**config.mk**
```make
export PLATFORM = sky130hd
export DESIGN_NAME = rr_grant_encoder
export DESIGN_NICKNAME = d
export VERILOG_FILES = /design/src/rtl/rr_grant_encoder.sv
export SDC_FILE = /design/constraint.sdc
export NUM_CORES = 1
export LEC_CHECK = 0
export ABC_AREA = 0
export BUFFER_PORTS_ARGS = -buffer_cell sky130_fd_sc_hd__buf_2
export CORE_ASPECT_RATIO = 0.6
export CORE_MARGIN = 5
export CORE_UTILIZATION = 25
export DETAILED_ROUTE_END_ITERATION = 12
export SLEW_MARGIN = 0
export SYNTH_ARGS = -nofsm -noshare
export SYNTH_HDL_FRONTEND = slang
export SYNTH_SLANG_ARGS = --single-unit
```
**constraint.sdc**
```tcl
create_clock -name clk -period 8.4 [get_ports clk]
set_clock_uncertainty 0.2 [all_clocks]
set_input_delay 0.84 -clock clk [delete_from_list [all_inputs] [get_ports clk]]
set_output_delay 0.84 -clock clk [all_outputs]
set_load 0.005 [all_outputs]
```
**src/rtl/rr_grant_encoder.sv**
```systemverilog
// rr_grant_encoder: round-robin arbiter for NREQ requesters producing a binary
// grant index plus a grant-valid strobe, meant to drive the select/enable pins
// of a downstream 3-to-8 one-hot decoder.
//
// A grant is held until the owner raises done or drops its request.
// Every grant is followed by at least one IDLE cycle with gnt_vld low.
// After a grant, the pointer moves one past the owner, so the owner has the
// lowest priority in the next arbitration.
//
// Optional feature, macro RR_GRANT_TIMEOUT_EN:
//   When defined, an 8-bit hold counter forces a release after MAX_HOLD grant
//   cycles and emits a one-cycle timeout pulse.
//   When undefined, no counter exists and timeout is tied low.
module rr_grant_encoder #(
  parameter int IDX_W    = 3,
  parameter int NREQ     = 8,
  parameter int MAX_HOLD = 16
) (
  input  logic             clk,
  input  logic             rst,
  input  logic [NREQ-1:0]  req,
  input  logic             done,
  output logic [IDX_W-1:0] gnt_idx,
  output logic             gnt_vld,
  output logic             timeout
);

  // The index arithmetic wraps at 2**IDX_W. That only matches NREQ when the
  // two agree. The hold counter is 8 bits, which bounds MAX_HOLD.
  if (NREQ != (1 << IDX_W) || MAX_HOLD < 2 || MAX_HOLD > 255) begin : g_bad_cfg
    $error("rr_grant_encoder: illegal IDX_W/NREQ/MAX_HOLD combination");
  end

  typedef enum logic {
    S_IDLE  = 1'b0,
    S_GRANT = 1'b1
  } state_t;

  state_t           r_state, w_state_nxt;
  logic [IDX_W-1:0] r_ptr, w_ptr_nxt;
  logic [IDX_W-1:0] r_idx, w_idx_nxt;
  logic             r_vld, w_vld_nxt;
  logic [IDX_W-1:0] w_winner;
  logic             w_any;
  logic             w_release;
  logic             w_expire;

  // Winner: the first set request bit, scanning upward from r_ptr with wrap.
  always_comb begin
    // NOTE: every combinational output gets a default before any branch, so
    // no path leaves it unassigned and no latch is inferred.
    w_winner = r_ptr;
    w_any    = 1'b0;
    for (int i = 0; i < NREQ; i++) begin
      if (!w_any && req[r_ptr + IDX_W'(i)]) begin
        w_winner = r_ptr + IDX_W'(i);
        w_any    = 1'b1;
      end
    end
  end

  // The owner finished or withdrew its request; both together are one release.
  assign w_release = done || !req[r_idx];

`ifdef RR_GRANT_TIMEOUT_EN
  logic [7:0] r_hold, w_hold_nxt;
  logic       r_timeout, w_timeout_nxt;

  assign w_expire = (r_hold == 8'(MAX_HOLD - 1));

  // Hold counter: held at zero in IDLE so it starts at 0 on GRANT entry.
  // A normal release in the same cycle as expiry suppresses the pulse.
  always_comb begin
    w_hold_nxt    = 8'd0;
    w_timeout_nxt = 1'b0;
    if (r_state == S_GRANT) begin
      w_hold_nxt    = r_hold + 8'd1;
      w_timeout_nxt = w_expire && !w_release;
    end
  end

  // Hold counter and timeout pulse registers.
  always_ff @(posedge clk or posedge rst) begin
    if (rst) begin
      r_hold    <= 8'd0;
      r_timeout <= 1'b0;
    end else begin
      r_hold    <= w_hold_nxt;
      r_timeout <= w_timeout_nxt;
    end
  end

  assign timeout = r_timeout;
`else
  assign w_expire = 1'b0;
  assign timeout  = 1'b0;
`endif

  // Next state: arbitrate in IDLE; in GRANT, hold until a release or expiry.
  always_comb begin
    w_state_nxt = r_state;
    w_ptr_nxt   = r_ptr;
    w_idx_nxt   = r_idx;
    w_vld_nxt   = r_vld;
    case (r_state)
      S_IDLE: begin
        w_vld_nxt = 1'b0;
        if (w_any) begin
          w_state_nxt = S_GRANT;
          w_idx_nxt   = w_winner;
          w_vld_nxt   = 1'b1;
        end
      end
      S_GRANT: begin
        if (w_release || w_expire) begin
          w_state_nxt = S_IDLE;
          w_vld_nxt   = 1'b0;
          w_ptr_nxt   = r_idx + IDX_W'(1);
        end
      end
      default: begin
        w_state_nxt = S_IDLE;
        w_vld_nxt   = 1'b0;
      end
    endcase
  end

  // State, pointer and registered outputs. Reset acts without a clock edge,
  // so a mid-grant reset drops gnt_vld at once.
  always_ff @(posedge clk or posedge rst) begin
    // NOTE: clocked state uses non-blocking assignments, so every register
    // samples values from before the edge regardless of statement order.
    if (rst) begin
      r_state <= S_IDLE;
      r_ptr   <= '0;
      r_idx   <= '0;
      r_vld   <= 1'b0;
    end else begin
      r_state <= w_state_nxt;
      r_ptr   <= w_ptr_nxt;
      r_idx   <= w_idx_nxt;
      r_vld   <= w_vld_nxt;
    end
  end

  assign gnt_idx = r_idx;
  assign gnt_vld = r_vld;

endmodule

```
### Word level (Yosys, flattened, before mapping)

Cells that the tools add are included.

* $add $sub $neg: 8
* magnitude comparators: 9
* equal/unequal tests: 1
* mux-type cells: 38
* bitwise gates (word level): 1
* reduce and logical (&&, ||, !) cells: 18

Operators with widths (number)
* less-than comparator 3 x 4 -> 1 bit, second input constant: 9
* binary-select mux 1 bit (select 3 bit): 9
* two-way mux 3 bit: 7
* two-way mux 1 bit: 20
* adder 3 bit, second input constant: 4
* logical NOT 1 bit: 8
* logical AND 1 bit: 7
* adder 3 x 1 -> 3 bit, second input constant: 2
* adder 3 x 2 -> 3 bit, second input constant: 2
* case mux 1 bit (2 select lines): 2
* AND reduction 2 bit: 2
* != test 2 x 1 -> 1 bit, second input constant: 1
* logical OR 1 bit: 1
* inverter 1 bit: 1

* flip-flop bits (word level): 8
* input bits: 11
* output and inout port bits: 5
* logic and storage cells: 79

### Logic depth before layout (Yosys ltp)

* word-level depth: 26
* mapped depth: 11

### Worst setup path after synthesis

No wires, ideal clock.

* kind: register -> register
* from: register r_ptr[0]
* to: register r_idx[1] (netlist: gnt_idx[1])
* arrival time: 3.014 ns
* path slack: 5.044 ns
* cell stages (with the launch flop): 12
* clock period less this slack: 3.356 ns
* path through: dfrtp_1 buf_6 clkbuf_1 inv_1 ha_1 buf_6 mux4_2 mux2_4 or3b_4 o41ai_4 and2b_1 a221oi_1

* cells in the longest elaborated chain, start to end: 25
* elaborated cells between the ends (all ways): 53

Ends and longest elaborated chain
* from (decl): RTL line 40 `logic [IDX_W-1:0] r_ptr, w_ptr_nxt;`
* from (signal assigned): RTL line 140 `r_ptr <= w_ptr_nxt;`
* parallel branches: the longest is 25 deep, another holds adder 3 x 1 -> 3 bit
* to (signal assigned): RTL line 141 `r_idx <= w_idx_nxt;`
* to (decl): RTL line 41 `logic [IDX_W-1:0] r_idx, w_idx_nxt;`

Several ways; the timed one is not identified. The select of a mux whose other input is x is not followed.
A chain may end at the register's enable or synchronous reset.

### Worst setup path in the final report

Same ends and word-level chain as after synthesis.

==> run_results.csv <==
group,metric,value,unit
status,outcome,"finished clean",
worst_setup_path,critPathSlowestCell,"dfrtp_1",
cells_and_area,final_util,0.286,
clocking,clk_pin_slew,0.04,ns
sta,tightest_slew,0.944,ns
place,place_ws,4.42,ns
min_path,hold_class,"flip-flop to flip-flop",
grt,overflow,0,
route,drc,0,
route,vias,1182,
yosys,async_flop_share,1.00,
sta,drv_slew,0,
route,drtAntennaViolNets,0,
cells_and_area,drive_gt1_frac,0.238,
worst_setup_path,worstSetupPathType,"flip-flop to flip-flop",
grt,antenna_found_initial,0,
yosys,synth_seq_area_share,0.147,
floorplanning,start_util,0.264,
clocking,cts-htree-levels,1,
cells_and_area,area_growth,8.33,%
yosys,yosys_warnings,0,
sta,finalSetupTns,0,ns
place,port_buffers,14,
cells_and_area,num_antenna_cells,0,
floorplanning,io_pins,16,
route,totalWireLength,3650,µm
route,dr.pass1.iters,4,
floorplanning,dieArea,7090,µm²
yosys,avgSynthCellArea,9.90,µm²
clocking,clk_path_buf_depth,2,
floorplanning,die_height,67.3,µm
grt,grt_pass1_wl,5990,µm
worst_setup_path,startpoint_type,"flip-flop",
yosys,syn_inst,138,
clocking,cts-root-buf,"clkbuf_8",
yosys,synth.cell_area,1370,µm²
yosys,synth_cell_types,46,
clocking,numCtsBuffers,3,
sta,rsz0062_at_grt,"no",
grt,track_usage,0.108,
worst_setup_path,reg2reg_from,"r_ptr[0]",
worst_setup_path,startpoint,"r_ptr[0]",
yosys,synth_ff_type,"dfrtp_1",
route,drt_iter0_markers,101,
min_path,worstHoldStart,"gnt_vld",
sta,post-route-period-util,0.478,
cells_and_area,nets,163,
worst_setup_path,critPathTopFamily,"flip-flops",
run,drv_cap,0,
place,gp_congestion,0.860,
worst_setup_path,path_cells,"inv_1 > ha_1 > mux4_1 > mux2i_1 > a22oi_1 > o41ai_4 > and2b_1 > a221oi_1",
floorplanning,fp.dieW,105,µm
clocking,cts_hold_buf,0,
sta,finalSetupViolCount,0,
place,dp_hpwl,2920,µm
worst_setup_path,worstPathMaxFanout,22,
sta,whs,0.324,ns
worst_setup_path,cp_data_arrival_time,3.90,ns
clocking,cts_tree,"yes",
grt,grt_pass1_vias,1070,
sta,hold_viol,0,
sta,fmax,249,MHz
yosys,synth_edf_count,0,
worst_setup_path,cpPeakStageDelay,0.95,ns
clocking,clock_latency,0.23,ns
floorplanning,rows,20,
worst_setup_path,crit_required,8.28,ns
sta,min_period,4.02,ns
grt,grt_max_degree,23,
sta,fin_ws,4.38,ns
sta,max_slew_margin,0.371,
cells_and_area,fill_cells,557,
clocking,cts_resized,0,
route,via_per_inst,5.55,
route,wl_per_cell,17.1,µm
yosys,syn-num-nets,152,
clocking,postCtsSetupRepairBufs,0,
worst_setup_path,critPathCaptureType,"flip-flop",
clocking,cts_sinks,8,
worst_setup_path,crit_buf_inv,1,
floorplanning,core_area,5180,µm²
yosys,synth-seq-cells,8,
[per-stage QoR]
step                cell area [µm²]  instances
finish                         1480        213
detailed placement             1440        210
global placement               1440        210
global route                   1480        213
CTS                            1480        213
floorplan                      1370        138
[logic make-up (layout without fill, tap and decap cells)]
family | Yosys count | in the layout | share of synthesized area
XOR/XNOR | 3 | 3 | 0.0192
other | 1 | 1 | 0.00274
AND/OR/NAND/NOR | 37 | 37 | 0.135
AO/OA/AOI/OAI | 35 | 35 | 0.188
buffers and inverters | 16 | 25 | 0.0806
adder cells (fa/ha/maj) | 3 | 3 | 0.0275
flip-flops | 8 | 8 | 0.147
multiplexers | 35 | 35 | 0.401
[flip-flops by register name, summed over array words and instances (netlist names)]
register  cells
gnt_idx       3
r_ptr         3
r_state       1
gnt_vld       1
[cells in the final DEF (no fill, tap or decap), drive strengths merged, types with 3 or more instances in the layout]
cell / Yosys / routed
a21oi: 3 / 3
nand2: 10 / 10
ha: 3 / 3
dfrtp: 8 / 8
mux2i: 18 / 18
clkbuf: 4 / 3
nor2: 12 / 12
inv: 8 / 8
xor2: 3 / 3
nand2b: 3 / 3
mux4: 13 / 13
mux2: 4 / 4
buf: 4 / 14
o21ai: 13 / 13
a31oi: 3 / 3
[worst register-to-register path, cell delays in order, from the launching register on]
cell and delay (ns):
dfrtp_1 0.95, inv_1 0.15, ha_1 0.69, mux4_1 0.61, mux2i_1 0.27, a22oi_1 0.25, o41ai_4 0.51, and2b_1 0.18
a221oi_1 0.04
[synth_stat cells (all sizes together) (2+ instances only)]
cell type | count | area (µm²)
mux2 | 4 | 52.6
inv | 8 | 30.0
mux2i | 18 | 184
mux4 | 13 | 312
o21ai | 13 | 65.1
a22oi | 2 | 15.0
ha | 3 | 37.5
xor2 | 3 | 26.3
clkbuf | 4 | 45.0
a31oi | 3 | 18.8
nand2 | 10 | 37.5
buf | 4 | 35.0
o2111ai | 2 | 17.5
dfrtp | 8 | 200
a21oi | 3 | 15.0
nand2b | 3 | 18.8
nand3 | 2 | 10.0
nor2 | 12 | 45.0
a221oi | 2 | 17.5
a2111oi | 2 | 17.5
[final cells by class]
class / instances / area (µm²) / share of cell area
timing repair buffer: 14 / 70.1 / 0.0473
tap: 66 / 82.6 / 0.0558
clock buffer: 3 / 41.3 / 0.0279
multi-input combinational: 114 / 1060 / 0.713
sequential: 8 / 200 / 0.135
inverter: 8 / 30.0 / 0.0203
[path summary, 6_finish.rpt]
path | cells past startpoint | endpoint | slack (ns)
max | 8 | gnt_idx[1] | 4.38
min | 2 | gnt_vld | 0.32
max reg2reg | 8 | gnt_idx[1] | 4.38
min reg2reg | 2 | gnt_vld | 0.32
max in group asynchronous | 2 | gnt_vld | 7.41
min in group asynchronous | 2 | r_ptr[1] | 0.35
[layer usage]
metal	global-route usage	up-vias	share of wire
li1	-	558	-
met3	0.0258	0	0.089
met5	0	-	0
met1	0.187	566	0.56
met2	0.129	58	0.35
met4	0.00982	0	0
Power is not shown: default switching activity piles up to over one toggle a cycle in this logic, so the estimate is an artifact.
